**config.mk**
```make
export PLATFORM = sky130hd
export DESIGN_NAME = map_access_arbiter_flat
export DESIGN_NICKNAME = d
export VERILOG_FILES = /design/src/rtl/map_access_arbiter_if.sv /design/src/rtl/map_access_arbiter.sv /design/src/flat_wrapper.sv
export SDC_FILE = /design/constraint.sdc
export NUM_CORES = 1
export LEC_CHECK = 0
export CORE_MARGIN = 2
export CORE_UTILIZATION = 31
export DETAILED_ROUTE_END_ITERATION = 8
export PLACE_DENSITY_LB_ADDON = 0.08
export SYNTH_ARGS = -nofsm -noshare
export SYNTH_HDL_FRONTEND = slang
export SYNTH_SLANG_ARGS = --single-unit
```
**constraint.sdc**
```tcl
create_clock -name clk -period 2.8 [get_ports clk]
set_clock_uncertainty 0.05 [all_clocks]
set_input_delay 0.28 -clock clk [delete_from_list [all_inputs] [get_ports clk]]
set_output_delay 0.28 -clock clk [all_outputs]
set_load 0.05 [all_outputs]
```
**src/rtl/map_access_arbiter_if.sv**
```systemverilog
// Client-side request bus and map RAM port of the map access arbiter.
// The slave modport is the arbiter; master is the environment.
interface map_access_arbiter_if #(
    parameter int NCLIENTS = 4
);
    logic [NCLIENTS-1:0]    req;
    logic [12*NCLIENTS-1:0] position_bus;
    logic [NCLIENTS-1:0]    write_bus;
    logic [8*NCLIENTS-1:0]  sprite_write_bus;
    logic [NCLIENTS-1:0]    ready;
    logic [7:0]             sprite_read;
    logic                   busy;
    logic [11:0]            map_addr;
    logic                   map_we;
    logic                   map_re;
    logic [7:0]             map_wdata;
    logic [7:0]             map_rdata;

    modport slave (
        input  req, position_bus, write_bus, sprite_write_bus, map_rdata,
        output ready, sprite_read, busy, map_addr, map_we, map_re, map_wdata
    );

    modport master (
        output req, position_bus, write_bus, sprite_write_bus, map_rdata,
        input  ready, sprite_read, busy, map_addr, map_we, map_re, map_wdata
    );
endinterface

```
**src/rtl/map_access_arbiter.sv**
```systemverilog
// Round-robin arbiter serialising game-object accesses onto the
// single tile-map RAM port.
module map_access_arbiter #(
    parameter int NCLIENTS   = 4,
    parameter int RD_LATENCY = 1
) (
    input logic                 clk,
    input logic                 reset,
    map_access_arbiter_if.slave bus
);
    localparam int IW = (NCLIENTS > 1) ? $clog2(NCLIENTS) : 1;
    localparam int CW = $clog2(RD_LATENCY + 1);

    typedef enum logic [1:0] {IDLE, ISSUE, WAIT_RD, DONE} state_t;

    state_t         state;
    state_t         state_nx;
    logic [IW-1:0]  rr;
    logic [IW-1:0]  win;
    logic [IW-1:0]  pick;
    logic           found;
    logic           wr;
    logic [CW-1:0]  cnt;
    logic [11:0]    addr_q;
    logic [7:0]     wdata_q;
    logic [7:0]     rdata_q;

    // Descending scan so the lowest offset from rr wins.
    always_comb begin
        pick  = rr;
        found = 1'b0;
        for (int k = NCLIENTS - 1; k >= 0; k--) begin
            if (bus.req[(int'(rr) + k) % NCLIENTS]) begin
                pick  = IW'((int'(rr) + k) % NCLIENTS);
                found = 1'b1;
            end
        end
    end

    always_comb begin
        state_nx = state;
        unique case (state)
            IDLE:    if (found) state_nx = ISSUE;
            ISSUE:   state_nx = wr ? DONE : WAIT_RD;
            WAIT_RD: if (cnt == CW'(1)) state_nx = DONE;
            DONE:    state_nx = IDLE;
            default: state_nx = IDLE;
        endcase
    end

    always_comb begin
        bus.ready = '0;
        if (state == DONE) bus.ready[win] = 1'b1;
    end

    assign bus.map_we      = (state == ISSUE) && wr;
    assign bus.map_re      = (state == ISSUE) && !wr;
    assign bus.busy        = (state != IDLE);
    assign bus.map_addr    = addr_q;
    assign bus.map_wdata   = wdata_q;
    assign bus.sprite_read = rdata_q;

    always_ff @(posedge clk or posedge reset) begin
        if (reset) begin
            state   <= IDLE;
            rr      <= '0;
            win     <= '0;
            wr      <= 1'b0;
            cnt     <= '0;
            addr_q  <= '0;
            wdata_q <= '0;
            rdata_q <= '0;
        end else begin
            state <= state_nx;
            unique case (state)
                IDLE: begin
                    if (found) begin
                        win    <= pick;
                        addr_q <= bus.position_bus[12*int'(pick) +: 12];
                        wr     <= bus.write_bus[pick];
                        if (bus.write_bus[pick])
                            wdata_q <= bus.sprite_write_bus[8*int'(pick) +: 8];
                    end
                end
                ISSUE: cnt <= CW'(RD_LATENCY);
                WAIT_RD: begin
                    cnt <= cnt - 1'b1;
                    if (cnt == CW'(1)) rdata_q <= bus.map_rdata;
                end
                DONE: rr <= (win == IW'(NCLIENTS - 1)) ? '0 : win + 1'b1;
                default: ;
            endcase
        end
    end
endmodule

```
**src/flat_wrapper.sv**
```systemverilog
// flat-port wrapper written by rule: the top's interface ports become plain ports
module map_access_arbiter_flat 
#(
    parameter int NCLIENTS   = 4,
    parameter int RD_LATENCY = 1
)
  (clk, reset, bus_req, bus_position_bus, bus_write_bus, bus_sprite_write_bus, bus_map_rdata, bus_ready, bus_sprite_read, bus_busy, bus_map_addr, bus_map_we, bus_map_re, bus_map_wdata);
  map_access_arbiter_if #(.NCLIENTS(NCLIENTS)) bus_i ();
  input logic clk;
  input logic reset;
  input wire logic [$bits(bus_i.req)-1:0] bus_req;
  input wire logic [$bits(bus_i.position_bus)-1:0] bus_position_bus;
  input wire logic [$bits(bus_i.write_bus)-1:0] bus_write_bus;
  input wire logic [$bits(bus_i.sprite_write_bus)-1:0] bus_sprite_write_bus;
  input wire logic [$bits(bus_i.map_rdata)-1:0] bus_map_rdata;
  output wire logic [$bits(bus_i.ready)-1:0] bus_ready;
  output wire logic [$bits(bus_i.sprite_read)-1:0] bus_sprite_read;
  output wire logic [$bits(bus_i.busy)-1:0] bus_busy;
  output wire logic [$bits(bus_i.map_addr)-1:0] bus_map_addr;
  output wire logic [$bits(bus_i.map_we)-1:0] bus_map_we;
  output wire logic [$bits(bus_i.map_re)-1:0] bus_map_re;
  output wire logic [$bits(bus_i.map_wdata)-1:0] bus_map_wdata;
  assign bus_i.req = bus_req;
  assign bus_i.position_bus = bus_position_bus;
  assign bus_i.write_bus = bus_write_bus;
  assign bus_i.sprite_write_bus = bus_sprite_write_bus;
  assign bus_i.map_rdata = bus_map_rdata;
  assign bus_ready = bus_i.ready;
  assign bus_sprite_read = bus_i.sprite_read;
  assign bus_busy = bus_i.busy;
  assign bus_map_addr = bus_i.map_addr;
  assign bus_map_we = bus_i.map_we;
  assign bus_map_re = bus_i.map_re;
  assign bus_map_wdata = bus_i.map_wdata;
  map_access_arbiter #(.NCLIENTS(NCLIENTS), .RD_LATENCY(RD_LATENCY)) u_core (.clk(clk), .reset(reset), .bus(bus_i));
endmodule
```
==> flow_summary.json <==
{
  "outcome": "completed",
  "drtPass1Iterations": 4,
  "cp.required_ns": 2.91,
  "mostFrequentLayoutCells": "132 x clkdlybuf4s50_1, 44 x nand2_1, 36 x dfrtp_1",
  "synth_area_leaders": "dfrtp_1 41%, mux4_2 12%, mux2i_1 11%",
  "postCtsSetupRepairBufs": 0,
  "seq_area_sq_um": 901,
  "antenna_left": 0,
  "insertedDiodeCount": 0,
  "multi_input_area_sq_um": 1210,
  "globalRouteTotalUtil_pct": 15.0,
  "die_area_sq_um": 7780,
  "ios": 133,
  "syn2layout_area_growth_pct": 70.9,
  "htreeDepth": 2,
  "core_area_sq_um": 6830,
  "grt_first_pass_wirelength_mm": 9.00,
  "p_int_uw": 2150,
  "grt_pass1_vias": 1893,
  "min_period_ns": 2.28,
  "port_buffers": 132,
  "wl_mm": 5.69,
  "hpwl_mm": 4.72,
  "syn_inst": 192,
  "setup_viol": 0,
  "start_util_pct": 32.2,
  "cts_root_buf": "clkbuf_8",
  "grt_max_degree": 37,
  "fin_nets": 436,
  "avgSynthCellArea_sq_um": 11.4,
  "place_area_sq_um": 3660,
  "endpoint_kind": "register",
  "syn_nets": 298,
  "drc": 0,
  "antenna_found_initial": 0,
  "min_period_over_period_pct": 81.5,
  "rsz0062_at_grt": "no",
  "critPathMaxFanout": 9,
  "drv_cap": 0,
  "yosys.area.top_type": "dfrtp_1",
  "p_leak_uw": 0.00162,
  "start_kind": "primary input",
  "gp_congestion": 0.717,
  "critical_path_class": "in2reg",
  "dp_slack_ns": 0.198,
  "wire_per_inst_microns": 13.3,
  "arrival_ns": 2.40,
  "slew_headroom_pct": 65.0,
  "postLayoutCoreUtil_pct": 55.0,
  "finalHoldViolations": 0,
  "vias": 1914,
  "vias_per_cell": 4.48,
  "drive_gt1_share_pct": 14.2,
  "clock_sinks": 36,
  "cts_tree": "done",
  "ctsResizeCount": 0,
  "p_comb_share_pct": 67.3,
  "finalMaxSlewViolations": 0,
  "place_inst": 419,
  "ys_seq_area_share_pct": 41.0,
  "ys_ff_latch": 36,
  "syn-cell-area_sq_um": 2200,
  "yosys.cell_types.count": 28,
  "insertion_delay_ns": 0.28,
  "swShare_pct": 46.6,
  "yosysTopAreaCellShare_pct": 41.0,
  "fillers": 641,
  "clkPwrFrac_pct": 9.4,
  "ir_drop_mv": 0.417,
  "fin_ws_ns": 0.519,
  "yosysWarningCount": 0,
  "hold_class": "in2async",
  "worst_pin_slew_ns": 0.524,
  "rows": 30,
  "seqPwrFrac_pct": 23.3,
  "cts_hold_buf": 0,
  "pwr_density_cell_nw_per_um2": 1070,
  "die_h_microns": 88.2,
  "mostFrequentLayoutCell": "clkdlybuf4s50_1",
  "fin_area_sq_um": 3750,
  "cts.clk_slew.worst_paths_ns": 0.07,
  "fmax_ghz": 0.438,
  "p_switching_uw": 1880,
  "overflow": 0,
  "layoutNonFillerInstCount": 427,
  "clk_path_buf_depth": 2,
  "die_x_microns": 88.2,
  "first_iter_violations": 64,
  "cts_buffers": 5,
  "setup_tns_ns": 0
}
==> per-stage QoR <==
step           total power [uW]  hold WS (ns)
2_1_floorplan              2820         0.381
3_3_place_gp               3680         0.400
3_5_place_dp               3700         0.406
4_1_cts                    4090         0.376
5_1_grt                    4310         0.418
6_report                   4030         0.362
==> registers in the layout (all words and copies together), names as in the netlist <==
name	cells
u_core.bus.map_addr	12
u_core.bus.map_wdata	8
u_core.bus.sprite_read	8
u_core.rr	2
u_core.state	2
u_core.win	2
u_core.cnt	1
u_core.wr	1
==> cell usage after synthesis <==
library cell  count
a2111oi_0         1
a21oi_1           4
a2bb2oi_4         1
and2_1            5
buf_1             1
buf_2             2
buf_4             1
buf_6             2
clkbuf_1          2
dfrtp_1          36
ha_1              8
inv_1             9
mux2_1            1
mux2_2           17
mux2_4            1
mux2i_1          25
mux4_2           12
nand2_1          44
nand2b_1          1
nand2b_2          1
nor2_1            2
nor2b_1           4
nor2b_2           1
nor3_1            1
nor4_1            2
o21ai_0           6
o221a_2           1
o22ai_1           1
==> final timing paths <==
path | start | slack [ns] | to | cells past startpoint
worst max-delay path | bus_req[3] | 0.52 | u_core.bus.map_wdata[5]$_DFFE_PP0P_ | 7
worst min-delay path | reset | 0.36 | u_core.bus.sprite_read[6]$_DFFE_PP0P_ | 3
worst max register to register | u_core.rr[1]$_DFFE_PP0P_ | 0.67 | u_core.bus.map_wdata[5]$_DFFE_PP0P_ | 6
worst min register to register | u_core.bus.map_addr[9]$_DFFE_PP0P_ | 0.42 | u_core.bus.map_addr[9]$_DFFE_PP0P_ | 2
max in group asynchronous | reset | 2.01 | u_core.bus.map_wdata[5]$_DFFE_PP0P_ | 3
min in group clk | u_core.bus.map_addr[9]$_DFFE_PP0P_ | 0.42 | u_core.bus.map_addr[9]$_DFFE_PP0P_ | 2
==> metal layers <==
metal  part of all wire (%)  up-vias  track usage [%]
met4                   0.53        0             3.31
met3                     12        2             7.26
met1                     38      878             17.4
li1                       -      948                -
met2                     49       86             25.3
met5                      0        -                0
==> critical path, stage by stage <==
cell and delay [ns]:
clkdlybuf4s50_1 0.58, nor2b_2 0.08, o21ai_0 0.16, o221a_2 0.27, mux2i_1 0.32, a2bb2oi_4 0.33, mux2_2 0.37
==> final cells by class <==
type / count / share of cell area [%]
Timing Repair Buffer: 139 / 37.3
Clock buffer: 8 / 2.40
Tap cell: 96 / 3.20
Multi-Input combinational cell: 139 / 32.3
Inverter: 9 / 0.900
Sequential cell: 36 / 24.0
==> logic make-up after synthesis <==
family	count (synthesis)	synth area share [%]
adders and majority gates	8	4.56
muxes	56	33.6
and+or+nand+nor	61	12.3
buffers and inverters	17	3.87
AOI/OAI and AO/OA	14	4.67
DFF	36	41.0
==> power by group through the flow <==
stage          clock network (uW)  logic [uW]  registers, uW
2_1_floorplan                   0        1170           1650
3_3_place_gp                    0        2730            945
3_5_place_dp                    0        2740            955
4_1_cts                       398        2750            946
5_1_grt                       422        2910            979
6_report                      377        2710            940
Note: power is estimated with default switching activity, not from simulation.
